`src/rtl/regfile_wb_sched.sv`:
```
// Purpose: write-port scheduler and busy scoreboard for the 32x32 RegisterFile (ALU path A, load path M).
// Latency: grant is combinational; the granted write reaches RW/BusW/RegWr one edge later, busy clears the edge after that.
// Backpressure: requesters hold Vld/Rd/Dat until Rdy; issue is held off by IssStall while any operand or destination is in flight.
module regfile_wb_sched #(
  parameter int AW    = 5,
  parameter int DW    = 32,
  parameter bit RR_EN = 1'b1
) (
  input  logic                Clk,
  input  logic                Rst,
  input  logic                IssVld,
  input  logic [AW-1:0]       IssRs,
  input  logic [AW-1:0]       IssRt,
  input  logic [AW-1:0]       IssRd,
  output logic                IssStall,
  input  logic                Flush,
  input  logic                VldA,
  input  logic [AW-1:0]       RdA,
  input  logic [DW-1:0]       DatA,
  output logic                RdyA,
  input  logic                VldM,
  input  logic [AW-1:0]       RdM,
  input  logic [DW-1:0]       DatM,
  output logic                RdyM,
  output logic [AW-1:0]       RW,
  output logic [DW-1:0]       BusW,
  output logic                RegWr,
  output logic [(1<<AW)-1:0]  BusyVec
);

  localparam int NREG = 1 << AW;

  // Round-robin pointer: which side wins when both request.
  typedef enum logic {PTR_A = 1'b0, PTR_M = 1'b1} ptr_t;

  ptr_t            r_ptr;
  ptr_t            w_ptr_nxt;
  logic [NREG-1:0] r_busy;
  logic [NREG-1:0] w_busy_nxt;
  logic [AW-1:0]   r_rw;
  logic [DW-1:0]   r_busw;
  logic            r_regwr;
  logic            w_gnt_a;
  logic            w_gnt_m;
  logic            w_issue;
  logic [AW-1:0]   w_rd;
  logic [DW-1:0]   w_dat;

  // Grant selection: a lone requester always wins; on a tie, pointer side (RR) or M (fixed). Flush blocks both.
  always_comb begin
    w_gnt_a = 1'b0;
    w_gnt_m = 1'b0;
    if (!Flush) begin
      if (VldA && VldM) begin
        if (RR_EN && (r_ptr == PTR_A)) w_gnt_a = 1'b1;
        else                           w_gnt_m = 1'b1;
      end else begin
        w_gnt_a = VldA;
        w_gnt_m = VldM;
      end
    end
  end

  // Pointer next state: after any grant it points at the side that lost (or was idle).
  always_comb begin
    w_ptr_nxt = r_ptr;
    if (Flush)        w_ptr_nxt = PTR_A;
    else if (w_gnt_a) w_ptr_nxt = PTR_M;
    else if (w_gnt_m) w_ptr_nxt = PTR_A;
  end

  // Pointer state register.
  always_ff @(posedge Clk or negedge Rst) begin
    if (!Rst) r_ptr <= PTR_A;
    else      r_ptr <= w_ptr_nxt;
  end

  assign RdyA  = w_gnt_a;
  assign RdyM  = w_gnt_m;
  assign w_rd  = w_gnt_m ? RdM  : RdA;
  assign w_dat = w_gnt_m ? DatM : DatA;

  // Bit 0 of the scoreboard never sets, so register 0 never stalls anything.
  assign IssStall = IssVld & (r_busy[IssRs] | r_busy[IssRt] | r_busy[IssRd]);
  assign w_issue  = IssVld & ~IssStall & (IssRd != '0) & ~Flush;

  // Scoreboard next state: clear on commit, then set on issue (set wins), flush wipes everything.
  always_comb begin
    w_busy_nxt = r_busy;
    if (r_regwr) w_busy_nxt[r_rw] = 1'b0;
    if (w_issue) w_busy_nxt[IssRd] = 1'b1;
    if (Flush)   w_busy_nxt = '0;
    w_busy_nxt[0] = 1'b0;
  end

  // Scoreboard register.
  always_ff @(posedge Clk or negedge Rst) begin
    if (!Rst) r_busy <= '0;
    else      r_busy <= w_busy_nxt;
  end

  // Commit stage: capture the granted write; RW/BusW hold when idle, RegWr pulses only for Rd!=0.
  always_ff @(posedge Clk or negedge Rst) begin
    if (!Rst) begin
      r_rw    <= '0;
      r_busw  <= '0;
      r_regwr <= 1'b0;
    end else if (Flush) begin
      r_regwr <= 1'b0;
    end else if (w_gnt_a || w_gnt_m) begin
      r_rw    <= w_rd;
      r_busw  <= w_dat;
      r_regwr <= (w_rd != '0);
    end else begin
      r_regwr <= 1'b0;
    end
  end

  assign RW      = r_rw;
  assign BusW    = r_busw;
  assign RegWr   = r_regwr;
  assign BusyVec = r_busy;

endmodule

```
`config.mk`:
```
export PLATFORM = sky130hd
export DESIGN_NAME = regfile_wb_sched
export DESIGN_NICKNAME = d
export VERILOG_FILES = /design/src/rtl/regfile_wb_sched.sv
export SDC_FILE = /design/constraint.sdc
export NUM_CORES = 1
export LEC_CHECK = 0
export ABC_CLOCK_PERIOD_IN_PS = 4200
export CORE_MARGIN = 5
export CORE_UTILIZATION = 46
export CTS_BUF_LIST = sky130_fd_sc_hd__clkbuf_8
export CTS_CLUSTER_SIZE = 14
export DETAILED_ROUTE_END_ITERATION = 10
export MAX_ROUTING_LAYER = met4
export PLACE_DENSITY_LB_ADDON = 0.08
export SYNTH_ARGS = -nofsm -noshare
export SYNTH_HDL_FRONTEND = slang
export SYNTH_SLANG_ARGS = --single-unit
```
`constraint.sdc`:
```
create_clock -name Clk -period 4.2 [get_ports Clk]
set_clock_uncertainty 0.2 [all_clocks]
set_input_delay 0.84 -clock Clk [delete_from_list [all_inputs] [get_ports Clk]]
set_output_delay 0.84 -clock Clk [all_outputs]
set_load 0.02 [all_outputs]
```
==> impl_results.md, run 1 <==
- Final total power: 1.90 mW
- IO buf count: 166
- Wire length of the first global-routing pass: 23,600 µm
- CP required: 3.16 ns
- RSZ-0062 raised after global routing: false
- Post-synthesis cell area: 4360 µm²
- Worst-margin pin slew: 0.869 ns
- Area Growth Syn to Fin: 48.7%
- FP Rows: 35
- Final Instance Count excl. Fillers: 769
- CTS tree: done
- Outcome: completed
- # placed instances: 750
- # IOs: 168
- Seq pwr share: 41.5%
- P_int: 1.30 mW
- Nets@finish: 730
- Worst path slowest cell: clkdlybuf4s50_1
- Sequential fraction of the synthesis area: 40.1%
- Drc violations: 0
- Pwr dens: 294 nW/µm²
- Max incr delay on CP: 0.63 ns
- Final setup violation count: 0
- Routed WL: 14,600 µm
- Global routing usage on met1: 34.7%
- Total core area: 9240 µm²
- Synth Instances: 461
- Worst-path maximum fanout: 6
- GRT Total Usage: 26.5%
- Yosys reg bits: 70
- Crit path buf inv count: 3
- Vias per cell: 5.75
- Worst Setup End Kind: output port
- Peak VDD IR: 0.000189 V
- Comb power frac: 28.7%
- Switch share: 31.7%
- WL/cell: 19.0 µm
- Syn_area_per_cell: 9.47 µm²
- Setup CP Type: primary input to output port
- Maxcap violations: 0
- Clock power frac: 29.7%
- Largest net degree at the start of global routing: 71
- Synth Flop Type: dfrtp_1
- Final Wtd Congestion: 0.895
- P_leak: 2.64 nW
- Final period util: 98.0%
- Initial Util: 47.2%
- Layout Utilization: 70.2%
- CTS Buf Count: 9
- Met3 Use GR: 5.16%
- Worst skew pair latency: 0.34 ns
- Fin. max-slew vios: 0
- Clock Tree Buf Depth: 2
- DP HPWL: 11,100 µm
- Crit path DAT: 3.08 ns
- Net Switching: 0.605 mW
- Syn Nets: 556
- YS warnings: 0
- Worst Hold Class: register to register
- GRT overflow: 0
- Max-slew headroom: 42.1%
- CTS Sinks: 70
- Most Crowded Layer GR: met2
- Diode count: 0
- Clock H-tree levels: 3
- Global routing usage on met2: 42.7%
- Fmax achieved: 243 MHz
- First drt pass iteration count: 5
- Antenna violations before repair: 0
- ANT nets after route: 0
- R2R Setup Slk: 1.46 ns
- Die width: 107 µm
- Final Hold Vio Count: 0
- Vias: 4,419
- Share of cells above drive strength 1: 13.3%
- Asr flop ratio synth: 100%
- Number of global-route vias before repair: 4,582
- Critical-path cell list: clkdlybuf4s50_1, mux4_2, inv_1, a2111oi_0, nor4_2, nand3_2, o31a_1, buf_2
- Die Y: 107 µm
- Synth cell types: 46
- DR iter-0 viols: 321
- Clock Tree Root: clkbuf_8
- Post-synth EDFFs: 0
- Die area: 11,500 µm²
- Reg clk slew, reported paths: 0.08 ns
- Crit start category: primary input
- Delay-heaviest family, CP: buffers and inverters
- Commonest cells after routing, fill and taps aside: clkdlybuf4s50_1, nand2_1, dfrtp_1
- Commonest non-fill, non-tap cell in the layout: clkdlybuf4s50_1
- Period minus WS final: 4.12 ns
timing repair:
action                                  in CTS  in global routing
resized for setup                            5                  3
cloned                                       0                  0
endpoints found under the setup margin       1                  1
hold buffers                                 0                  0
buffers inserted                             0                  3
pin swaps                                    2                  2
flip-flops by register name, indices dropped and copies added (netlist names):
name	flops
BusyVec	31
r_ptr	1
BusW	32
RW	5
RegWr	1
metal layers:
metal	routed length [µm]	vias up	part of all wire, %
met1	6110	2140	42
li1	-	2049	-
met5	0	-	0
met3	1080	15	7.4
met2	7240	215	50
met4	177	0	1.2
final timing paths:
kind	depth (start not counted)	end	start
setup / recovery	8	IssStall	IssRs[1]
hold / removal	2	BusW[6]	BusW[6]
setup reg to reg	8	BusyVec[25]	BusyVec[27]
hold reg to reg	2	BusW[6]	BusW[6]
max in group asynchronous	2	BusyVec[15]	Rst
min in group asynchronous	2	BusW[14]	Rst
area by class of cell:
| type | count | area, µm² |
|---|---|---|
| clock inverters | 6 | 68.8 |
| multi-input cells | 344 | 2400 |
| inverters | 9 | 33.8 |
| well taps | 129 | 161 |
| fillers | 753 | 2750 |
| repair buffers | 201 | 1930 |
| flip-flops and latches | 70 | 1750 |
| clock buffers | 10 | 138 |
stage by stage:
step	hold WS (ns)	area (µm²)	TNS [ns]	setup WS [ns]
2_1_floorplan	0.325	4360	0	0.549
3_3_place_gp	0.258	6250	-0.328	-0.328
3_5_place_dp	0.261	6250	-0.350	-0.350
4_1_cts	0.283	6450	0	0.0409
5_1_grt	0.301	6490	0	0.00426
6_report	0.276	6490	0	0.0823
synth_stat cells, types with 4 or more instances:
cell	number	area (µm²)
nand2_1	100	375
dfrtp_1	70	1750
a22oi_1	32	240
nor2b_1	27	169
clkbuf_1	24	90.1
o21ai_0	24	120
nand3b_1	21	158
mux4_2	18	405
o41ai_1	16	140
mux2i_1	11	110
o31ai_1	10	75.1
inv_1	9	33.8
nand3_1	8	40.0
or4_1	8	60.1
nand2b_1	7	43.8
nor2_1	7	26.3
o21ai_1	7	35.0
nor3b_1	6	45.0
buf_2	5	25.0
buf_6	5	56.3
mux2_2	4	45.0
nor3_1	4	20.0
worst register-to-register path: stages, from the launching register on:
cell and delay, ns:
dfrtp_1 0.46, mux4_2 0.50, nand4b_1 0.10, nand2_1 0.07, nor4_2 0.33, nand3_2 0.14, buf_4 0.15, buf_4 0.23
o41ai_1 0.44
power groups by stage:
stage	combinational, mW	sequential (mW)	clock, mW
floorplan	0.182	0.862	0
global placement	0.538	0.800	0
detailed placement	0.545	0.803	0
CTS	0.546	0.791	0.578
global route	0.587	0.801	0.609
finish	0.548	0.792	0.566
cell families (layout without fill, tap and decap cells):
family / Yosys count / after routing / synth area share, %
and+or+nand+nor: 204 / 204 / 24.3
AOI/OAI and AO/OA: 105 / 105 / 17.1
DFF: 70 / 70 / 40.1
buffers and inverters: 47 / 226 / 5.30
other: 1 / 1 / 0.0859
muxes: 34 / 34 / 13.1
Power figures use the tool's default switching activity.
==> run 2, diff against run 1 <==
Settings changed: ABC_CLOCK_PERIOD_IN_PS 4200 to 5300, CORE_UTILIZATION 46 to 40, CTS_BUF_LIST sky130_fd_sc_hd__clkbuf_8 to sky130_fd_sc_hd__clkbuf_4.
Clock period 4.2 ns to 5.3 ns, I/O delays scaled along.
==> impl_results.md, run 2 (synthesis gave the netlist of run 1 again) <==
- Outcome: completed
- Commonest cells after routing, fill and taps aside: clkdlybuf4s50_1, nand2_1, dfrtp_1
- Worst skew pair latency: 0.42 ns
- Drc violations: 0
- Largest net degree at the start of global routing: 71
- Crit path DAT: 3.80 ns
- Maxcap violations: 0
- Final period util: 95.4%
- Area Growth Syn to Fin: 42.9%
- Final Wtd Congestion: 0.923
- Comb power frac: 30.9%
- FP Rows: 38
- Worst Setup End Kind: output port
- Fin. max-slew vios: 0
- Fmax achieved: 198 MHz
- Final Hold Vio Count: 0
- Clock Tree Buf Depth: 2
- Worst Hold Class: register to register
- Clock H-tree levels: 3
- Nets@finish: 708
- P_leak: 2.49 nW
- Clock power frac: 23.0%
- Worst-margin pin slew: 0.869 ns
- Routed WL: 14,700 µm
- Commonest non-fill, non-tap cell in the layout: clkdlybuf4s50_1
- RSZ-0062 raised after global routing: false
- TNS Setup: 0 ns
- IO buf count: 166
- # IOs: 168
- Vias: 4,330
- Pwr dens: 218 nW/µm²
- Vias per cell: 5.71
- CTS Sinks: 70
- Period minus WS final: 5.06 ns
- Seq pwr share: 46.1%
- Diode count: 0
- Crit start category: primary input
- Net Switching: 0.470 mW
- Peak VDD IR: 0.000143 V
- # placed instances: 742
- Fillcell total: 982
- Final Instance Count excl. Fillers: 758
- Worst path slowest cell: clkdlybuf4s50_1
- Total core area: 10,700 µm²
- WL/cell: 19.3 µm
- Die area: 13,100 µm²
- Final setup violation count: 0
- Wire length of the first global-routing pass: 23,400 µm
- ANT nets after route: 0
- GRT overflow: 0
- Antenna violations before repair: 0
- Setup CP Type: primary input to output port
- Worst-path maximum fanout: 8
- Number of global-route vias before repair: 4,390
- Reg clk slew, reported paths: 0.11 ns
- CTS Buf Count: 9
- Max incr delay on CP: 0.71 ns
- Initial Util: 40.6%
- First drt pass iteration count: 6
- GRT Total Usage: 23.5%
- Share of cells above drive strength 1: 9.87%
- Clock Tree Root: clkbuf_4
- DP HPWL: 11,100 µm
- CTS tree: done
- Die Y: 114 µm
- Largest register FFs: 32
- Switch share: 34.6%
- Final total power: 1.36 mW
- Max-slew headroom: 42.1%
- CP required: 4.04 ns
- Die width: 114 µm
- P_int: 0.889 mW
- Critical-path cell list: clkdlybuf4s50_1, buf_4, mux4_2, a31oi_2, nor2b_1, o31a_1, clkdlybuf4s50_1
- Most used cell, CP: clkdlybuf4s50_1
- DR iter-0 viols: 336
run 2: cell count changes in the layout (fill, tap and decap cells not counted), moves of 2 or more:
cell	change
clkdlybuf4s50_1	+3
clkbuf_8	-10
clkbuf_4	+9
buf_4	-21
inv_6	+2
run 2: routing by layer:
metal / track usage (%) / vias up / part of all wire (%)
li1: - / 2003 / -
met1: 30.3 / 2113 / 41
met2: 36.6 / 197 / 49
met3: 6.24 / 17 / 8.6
met4: 6.65 / 0 / 1.7
met5: - / - / 0
run 2: power groups by stage:
stage                     registers (mW)  logic, mW  clock network [mW]
after floorplan                    0.683      0.144                   0
after global placement             0.634      0.419                   0
after detailed placement           0.637      0.423                   0
after CTS                          0.628      0.425               0.329
after global routing               0.635      0.452               0.355
final                              0.627      0.420               0.313
run 2: path summary, 6_finish.rpt:
kind | start | to | slack (ns) | depth (start not counted)
setup / recovery | IssRd[0] | IssStall | 0.24 | 7
hold / removal | BusW[16] | BusW[16] | 0.29 | 2
setup reg to reg | BusyVec[16] | BusyVec[26] | 2.57 | 7
hold reg to reg | BusW[16] | BusW[16] | 0.29 | 2
max in group asynchronous | Rst | BusyVec[26] | 3.70 | 2
min in group asynchronous | Rst | BusW[17] | 0.62 | 2
run 2: layout make-up:
class	count	area [µm²]	share of cell area (%)
tap	140	175	2.81
timing repair buffer	179	1760	28.2
multi-input combinational	344	2400	38.4
clock buffer	9	67.6	1.08
clock inverter	7	56.3	0.903
inverter	9	33.8	0.542
sequential	70	1750	28.1
run 2: metrics by stage:
stage                     cell area (µm²)  setup WS (ns)  hold slack (ns)  util (%)
after floorplan                      4360           1.21            0.325         -
after global placement               6110          0.195            0.260      56.9
after detailed placement             6110          0.174            0.267      56.9
after CTS                            6230          0.164            0.296      58.0
after global routing                 6240         0.0971            0.309      58.0
final                                6240          0.243            0.287      58.0
run 2: timing repair:
| item | in CTS | in global routing |
|---|---|---|
| hold buffers | 0 | 0 |
| gates resized for setup | 0 | 1 |
| buffers inserted | 0 | 0 |
| endpoints found under the hold margin | 0 | 0 |
| setup endpoints to repair | 0 | 1 |
run 2: critical path: cells and delay by family:
kind	cells	cell delay (ns)
buffers and inverters	3	1.47
and+or+nand+nor	1	0.15
AOI/OAI and AO/OA	2	0.61
muxes	1	0.50
